$ cat config.mk
export PLATFORM = sky130hd
export DESIGN_NAME = streebog_l_transform
export DESIGN_NICKNAME = d
export VERILOG_FILES = /design/src/rtl/streebog_l_transform.sv
export SDC_FILE = /design/constraint.sdc
export NUM_CORES = 2
export LEC_CHECK = 0
export BUFFER_PORTS_ARGS = -buffer_cell sky130_fd_sc_hd__buf_2
export CORE_AREA = 2 2 398 400
export CTS_BUF_LIST = sky130_fd_sc_hd__clkbuf_4
export DETAILED_ROUTE_END_ITERATION = 7
export DIE_AREA = 0 0 400 402
export PLACE_DENSITY = 0.68
export SETUP_SLACK_MARGIN = 0.5
export SLEW_MARGIN = 20
export SYNTH_ARGS = -nofsm -noshare
export SYNTH_HDL_FRONTEND = slang
export SYNTH_SLANG_ARGS = --single-unit
$ cat constraint.sdc
create_clock -name clk -period 3.3 [get_ports clk]
set_clock_uncertainty 0.1 [all_clocks]
set_input_delay 0.495 -clock clk [delete_from_list [all_inputs] [get_ports clk]]
set_output_delay 0.495 -clock clk [all_outputs]
set_load 0.02 [all_outputs]
$ cat src/rtl/streebog_l_transform.sv
// Streebog linear transform L, computed bit-serially over the 64 rows of the
// A-matrix ROM for LANES 64-bit words at once.
//
// Handshake: rdy=1 means the block is idle and dout holds the last result.
// A rising edge with rdy=1 and ena=1 starts an operation: din is captured on
// that edge and rdy drops. ena while rdy=0 is ignored. rdy returns high, and
// dout is updated, exactly 66 cycles after the start edge.

// ROM for the transform. Word k holds the contribution of every input bit to
// output bit k: bit (63-j) of word k is bit k of A row j. This matches the
// reference l(), where input bit 63 selects row 0 and input bit 0 selects row 63.
module streebog_rom_a_matrix (
    input  logic        clk,
    input  logic [5:0]  addr,
    output logic [63:0] dout
);

    localparam logic [63:0] A_ROWS [64] = '{
        64'h8e20faa72ba0b470, 64'h47107ddd9b505a38, 64'had08b0e0c3282d1c, 64'hd8045870ef14980e,
        64'h6c022c38f90a4c07, 64'h3601161cf205268d, 64'h1b8e0b0e798c13c8, 64'h83478b07b2468764,
        64'ha011d380818e8f40, 64'h5086e740ce47c920, 64'h2843fd2067adea10, 64'h14aff010bdd87508,
        64'h0ad97808d06cb404, 64'h05e23c0468365a02, 64'h8c711e02341b2d01, 64'h46b60f011a83988e,
        64'h90dab52a387ae76f, 64'h486dd4151c3dfdb9, 64'h24b86a840e90f0d2, 64'h125c354207487869,
        64'h092e94218d243cba, 64'h8a174a9ec8121e5d, 64'h4585254f64090fa0, 64'haccc9ca9328a8950,
        64'h9d4df05d5f661451, 64'hc0a878a0a1330aa6, 64'h60543c50de970553, 64'h302a1e286fc58ca7,
        64'h18150f14b9ec46dd, 64'h0c84890ad27623e0, 64'h0642ca05693b9f70, 64'h0321658cba93c138,
        64'h86275df09ce8aaa8, 64'h439da0784e745554, 64'hafc0503c273aa42a, 64'hd960281e9d1d5215,
        64'he230140fc0802984, 64'h71180a8960409a42, 64'hb60c05ca30204d21, 64'h5b068c651810a89e,
        64'h456c34887a3805b9, 64'hac361a443d1c8cd2, 64'h561b0d22900e4669, 64'h2b838811480723ba,
        64'h9bcf4486248d9f5d, 64'hc3e9224312c8c1a0, 64'heffa11af0964ee50, 64'hf97d86d98a327728,
        64'he4fa2054a80b329c, 64'h727d102a548b194e, 64'h39b008152acb8227, 64'h9258048415eb419d,
        64'h492c024284fbaec0, 64'haa16012142f35760, 64'h550b8e9e21f7a530, 64'ha48b474f9ef5dc18,
        64'h70a6a56e2440598e, 64'h3853dc371220a247, 64'h1ca76e95091051ad, 64'h0edd37c48a08a6d8,
        64'h07e095624504536c, 64'h8d70c431ac02a736, 64'hc83862965601dd1b, 64'h641c314b2b8ee083
    };

    logic [63:0] word;

    // Gather column addr of the A matrix into one ROM word.
    always_comb begin
        word = '0;
        for (int j = 0; j < 64; j++) begin
            word[63-j] = A_ROWS[j][addr];
        end
    end

    // Registered read: one cycle of latency, no reset needed for a ROM.
    always_ff @(posedge clk) begin
        dout <= word;
    end

endmodule

module streebog_l_transform #(
    parameter int LANES = 8
) (
    input  logic                  clk,
    input  logic                  rst_n,
    input  logic                  ena,
    output logic                  rdy,
    input  logic [64*LANES-1:0]   din,
    output logic [64*LANES-1:0]   dout
);

    typedef enum logic [1:0] {
        S_IDLE  = 2'd0,
        S_RUN   = 2'd1,
        S_FLUSH = 2'd2
    } state_t;

    state_t              state;
    logic [5:0]          addr;
    logic                addr_vld;   // addr holds a live ROM address this cycle
    logic                rom_vld;    // rom_dout holds a word to accumulate
    logic [63:0]         rom_dout;
    logic [64*LANES-1:0] x_reg;
    logic [64*LANES-1:0] y_reg;

    streebog_rom_a_matrix u_rom (
        .clk  (clk),
        .addr (addr),
        .dout (rom_dout)
    );

    // Control FSM: capture input, walk addresses 0..63, drain the ROM, publish.
    always_ff @(posedge clk or negedge rst_n) begin
        if (!rst_n) begin
            state    <= S_IDLE;
            rdy      <= 1'b1;
            dout     <= '0;
            addr     <= '0;
            addr_vld <= 1'b0;
            rom_vld  <= 1'b0;
            x_reg    <= '0;
        end else begin
            rom_vld <= addr_vld;
            case (state)
                S_IDLE: begin
                    if (ena) begin
                        x_reg    <= din;
                        addr     <= '0;
                        addr_vld <= 1'b1;
                        rdy      <= 1'b0;
                        state    <= S_RUN;
                    end
                end
                S_RUN: begin
                    addr <= addr + 6'd1;
                    // This edge issues address 63; stop counting, no wrap.
                    if (addr == 6'd62) begin
                        state <= S_FLUSH;
                    end
                end
                S_FLUSH: begin
                    // First edge retires address 63 into the ROM; then wait
                    // for its word to be accumulated before publishing.
                    if (addr_vld) begin
                        addr_vld <= 1'b0;
                    end else if (!rom_vld) begin
                        dout  <= y_reg;
                        rdy   <= 1'b1;
                        state <= S_IDLE;
                    end
                end
                default: begin
                    state <= S_IDLE;
                end
            endcase
        end
    end

    // Per-lane accumulator: shift in one output bit per ROM word, LSB first.
    always_ff @(posedge clk or negedge rst_n) begin
        if (!rst_n) begin
            y_reg <= '0;
        end else if (rom_vld) begin
            for (int n = 0; n < LANES; n++) begin
                y_reg[64*n +: 64] <= {^(x_reg[64*n +: 64] & rom_dout), y_reg[64*n+1 +: 63]};
            end
        end
    end

endmodule

Yosys cells after proc, flatten, opt, wreduce, memory -nomap -nowiden:

Memory sizes are Yosys's and may differ from the RTL's. A register that Yosys moved wholly into a read port is not among the register bits.
Cells that the tools add are included.
W data, S select, Z words.

* bits in registers: 1547
* memories: 64
* output and inout port bits: 513
* input bits: 515
* ROM bits: 4096
* word-level logic and storage cells: 120

Memories
* (no name shown): words 64, bits a word 1, read ports 1, clocked after memory_dff 1, write ports 0, line 43 `word[63-j] = A_ROWS[j][addr];`
* (no name shown): words 64, bits a word 1, read ports 1, clocked after memory_dff 1, write ports 0, line 43
* (no name shown): words 64, bits a word 1, read ports 1, clocked after memory_dff 1, write ports 0, line 43
* (no name shown): words 64, bits a word 1, read ports 1, clocked after memory_dff 1, write ports 0, line 43
* (no name shown): words 64, bits a word 1, read ports 1, clocked after memory_dff 1, write ports 0, line 43
* (no name shown): words 64, bits a word 1, read ports 1, clocked after memory_dff 1, write ports 0, line 43
* 58 more memories

* reduce and logical (&&, ||, !) cells: 17
* equality and inequality tests: 7
* bitwise operators: 10
* add/subtract/negate cells: 1
* multiplexer cells: 13

Operators by type and width (count)
* $and A64 B64 Y64: 8
* $reduce_xor A64 Y1: 8
* $pmux W6 S2: 1
* $mux W2: 4
* $ne A2 B2 Y1 const B: 4
* $reduce_and A4 Y1: 2
* $add A6 B1 Y6 const B: 1
* $eq A6 B6 Y1 const B: 1
* $mux W6: 1
* $pmux W2 S3: 1
* $reduce_and A2 Y1: 3
* $mux W1: 4
* $pmux W1 S2: 2
* $reduce_bool A2 Y1: 2
* $reduce_and A3 Y1: 1
* $eq A2 B1 Y1 const B: 1
* $eq A2 B2 Y1 const B: 1
* $logic_not A2 Y1: 1
* $not A1 Y1: 2

Depth between registers and ports, before layout:

* depth in word-level cells: 3
* gate-level depth with buffers: 13
* mapped depth without buffers: 10

Cells and area by module:

From an unflattened synthesis, not the netlist that was laid out.

* cells, all modules: 6431
* area, all modules: 71402.2 um^2

Modules (own cells, without submodules)
* streebog_l_transform: cells an instance 5462, instances 1, seq. area each 38713.4 um^2, area an instance 64085.2 um^2
* streebog_rom_a_matrix: cells an instance 969, instances 1, seq. area each 1281.2 um^2, area an instance 7317.0 um^2

Worst setup path after synthesis:

OpenSTA, ideal clock, no wires.

* path kind: register to register
* start point: register addr[1]
* end point: register u_rom.dout[7]
* buffers on the path: 3
* arrival: 2865 ps
* setup slack: 200 ps
* period minus slack after synthesis: 3100 ps
* required time: 3066 ps
* library setup time: 134 ps
* stages on the path, launching flop included: 12
* path through: dfrtp_1 -> inv_1 -> clkbuf_1 -> ha_1 -> clkbuf_1 -> inv_1 -> ha_1 -> clkbuf_1 -> nor2_1 -> nor2_1 -> a31o_2 -> mux4_2

RTL lines
* from (decl): line 72 `logic [5:0] addr;`
* from (signal assigned): line 108 `addr <= addr + 6'd1;`
* to (decl): line 15 `output logic [63:0] dout`

==> run_results.csv <==
group,metric,value,unit
clocking,clock-sinks,1611,
yosys,syn-cell-area,70400,µm²
yosys,synth-main-ff-cell,"dfrtp_1",
global_route,overflow,0,
setup_path,cpPeakStageDelay,0.55,ns
clocking,numCtsBuffers,434,
flow_run,drv_cap,0,
clocking,cts-root-buf,"clkbuf_4",
setup_path,crit_required,4.50,ns
yosys,synthCells,5354,
power_and_ir_drop,p_leak,47.7,nW
hold_path,holdPathEnd,"x_reg[165]",
floorplan,coreArea,157000,µm²
floorplan,dieArea,161000,µm²
finish,instances_no_fill,10300,
floorplan,rows,146,
yosys,ys_seq_area_share,56.8,%
power_and_ir_drop,ir_drop,0.000347,V
hold_path,hold_depth,4,
routing,drtAntennaViolNets,0,
setup_path,path_cells,"buf_12 -> buf_12 -> nand2_1 -> a21oi_1 -> a21oi_1 -> a32oi_1 -> mux2_2",
setup_path,reg2reg_slack,0.42,ns
timing,fmax,348,MHz
clocking,cts_buffer_depth,4,
clocking,cts_tree,"done",
setup_path,r2r_start,"addr[3]",
setup_path,startpoint,"addr[3]",
yosys,ys_types,64,
finish,fin_nets,8470,
yosys,ys_ff_latch,1611,
timing,tightest_slew,0.857,ns
floorplan,dieHeight,402,µm
placed_design,pre_cts_ws,0.231,ns
routing,drcViolationCount,0,
finish,fin_util,61.1,%
yosys,synth_nets,5899,
placed_design,placed_cell_area,80100,µm²
setup_path,path_max_fanout,81,
floorplan,io_pins,1028,
timing,rsz0062_at_grt,"no",
timing,setup_viol,0,
routing,wl_per_cell,29.2,µm
timing,final.setup.tns,0,ns
global_route,grt_max_degree,157,
setup_path,reg2reg_depth,7,
timing,period_minus_slack,2.88,ns
yosys,synth_warnings,0,
finish,syn2layout_area_growth,36.2,%
floorplan,start_util,44.8,%
finish,drive_gt1_share,45.4,%
timing,fin_ws,0.424,ns
timing,post-route-period-util,87.2,%
timing,drv_slew,0,
setup_path,arrival,4.08,ns
routing,viasPerCell,5.53,
global_route,grt_pass1_vias,59500,
power_and_ir_drop,seq_power_share,49.3,%
routing,num_vias,57000,
timing,hold_viol,0,
clocking,clk_pin_slew,0.07,ns
power_and_ir_drop,internal_power,30.8,mW
timing,max_slew_margin,42.9,%
setup_path,crit_path_end_kind,"register",
yosys,synth_enable_flop_cells,0,
clocking,htreeDepth,5,
placed_design,dpl.hpwl,204000,µm
clocking,clk_latency,1.43,ns
yosys,synthArstFlopShare,96.0,%
power_and_ir_drop,netSwitchingFraction,25.2,%
global_route,antenna_found_initial,67,
setup_path,rr_endpoint,"u_rom.dout[20]",
setup_path,start_kind,"register",
placed_design,numPortBuffers,1027,
finish,fin_area,95900,µm²
status,status,"complete, no violations",
placed_design,dp_cells,8523,
routing,wl,302000,µm
hold_path,hold_start,"din[165]",
placed_design,globalplace.congestion,1.06,
power_and_ir_drop,power.density,429,nW/µm²
power_and_ir_drop,power.total,41.2,mW
yosys,syn_avg_cell_area,13.2,µm²
setup_path,slowest_stage,"a21oi_1",
global_route,track_usage,37.1,%
routing,dr.pass1.iters,6,
timing,whs,0.295,ns
power_and_ir_drop,p_switching,10.4,mW
routing,drt_iter0_drc,5482,
power_and_ir_drop,p_comb_share,7.9,%
floorplan,dieWidth,400,µm
hold_path,hp-class,"in2reg",
power_and_ir_drop,pwr-share-clk,42.7,%
global_route,grt_pass1_wl,426000,µm
setup_path,criticalPathCategory,"reg2reg",
==> area by class of cell <==
type | count | area [µm²]
Clock inverter | 85 | 443
Sequential cell | 1611 | 40100
Multi-Input combinational cell | 3382 | 28600
Fill cell | 11900 | 61200
Tap cell | 2072 | 2590
Clock buffer | 633 | 4750
Inverter | 20 | 75.1
Timing Repair Buffer | 2476 | 19300
Antenna cell | 45 | 113
==> critical path, delay by kind of cell (launching register included) <==
kind	cells	cell delay [ns]
flip-flops	1	0.42
AO/OA/AOI/OAI	3	0.89
multiplexers	1	0.18
AND/OR/NAND/NOR	1	0.38
buffers and inverters	2	0.74
==> cell usage in the layout, fill, tap and decap left out, types with 5 or more instances in the layout <==
master         netlist  layout
a31oi_1             23      23
buf_4               31     364
xor2_1             129     128
dfxtp_2              0      38
a221o_1              5       5
or3_1                5       5
clkinv_1             3      72
a221oi_1             9       9
o31ai_1             14      14
o311ai_0            16      16
o221ai_1             6       6
xnor2_1            375     373
dfxtp_1             64      24
o211ai_1            22      22
a21o_1               9       9
buf_12               0      51
buf_2              134    1022
and3_1               8       8
clkbuf_4             0     633
dfrtp_1           1546    1540
a21oi_1            135     135
o22ai_1              9       9
nand2_1            610     610
nor2b_1             12      12
a211oi_1            27      27
nor3_1              21      21
diode_2              0      45
nor2_1             117     115
nand2b_1             9       9
clkinv_2             0       7
a311oi_1             7       7
o21ai_0            136     135
nand2_2             23      23
mux2_2            1532    1532
dlygate4sd3_1        0    1035
ha_1                30      28
inv_1               17      16
mux4_2              10      10
nand3_1             32      32
==> routing by layer <==
metal / vias up / part of all wire, % / GRT usage (%) / wire length, µm
met5: - / 0.084 / 0.0605 / 253
met4: 38 / 8.2 / 26.6 / 24900
met3: 1056 / 9.2 / 11.4 / 27700
met2: 3196 / 44 / 54.9 / 132000
met1: 28800 / 39 / 45.8 / 117000
li1: 23900 / - / - / -
==> what timing repair did <==
action                                 in CTS  in global routing
gates cloned                                0                  0
setup endpoints to repair                  13                 14
endpoints found under the hold margin    2062                  0
gates resized for setup                    32                 22
buffers inserted                            2                  0
hold buffers                             1036                  0
==> worst max path at each step <==
stage                     endpoint  slack [ns]  depth (start not counted)
floorplan            u_rom.dout[7]        0.51                         11
global placement        y_reg[319]        0.26                          8
detailed placement      y_reg[319]        0.23                          8
CTS                            rdy        0.49                          1
global route                   rdy        0.50                          1
finish              u_rom.dout[20]        0.42                          7
==> cells by family (layout without fill, tap and decap cells) <==
| family | count (synthesis) | count (layout) | share of synthesized area, % |
|---|---|---|---|
| buffers and inverters | 361 | 3214 | 2.65 |
| multiplexers | 1544 | 1544 | 24.9 |
| adder cells (fa/ha/maj) | 30 | 30 | 0.533 |
| other | 0 | 45 | 0 |
| XOR/XNOR | 506 | 506 | 6.32 |
| flip-flops | 1611 | 1611 | 56.8 |
| AO/OA/AOI/OAI | 451 | 451 | 3.94 |
| AND/OR/NAND/NOR | 851 | 851 | 4.91 |
==> Yosys cell counts (all sizes together) (30+ instances only) <==
master / instances / share of area [%]
buf: 218 / 1.9
nor2: 117 / 0.62
clkbuf: 123 / 0.66
mux2: 1532 / 25
nand2: 634 / 3.5
nand3: 32 / 0.23
a21oi: 135 / 0.96
o21ai: 136 / 0.97
xnor2: 377 / 4.7
xor2: 129 / 1.6
dfxtp: 64 / 1.8
dfrtp: 1546 / 55
ha: 30 / 0.53
==> power by group through the flow <==
stage	logic [mW]	registers [mW]	clock network, mW
after detailed placement	2.12	20.6	0
after global routing	3.47	20.3	19.1
after global placement	2.09	20.6	0
after CTS	3.13	20.3	17.7
after floorplan	0.992	20.5	0
final	3.27	20.3	17.6
Power figures use the tool's default switching activity.
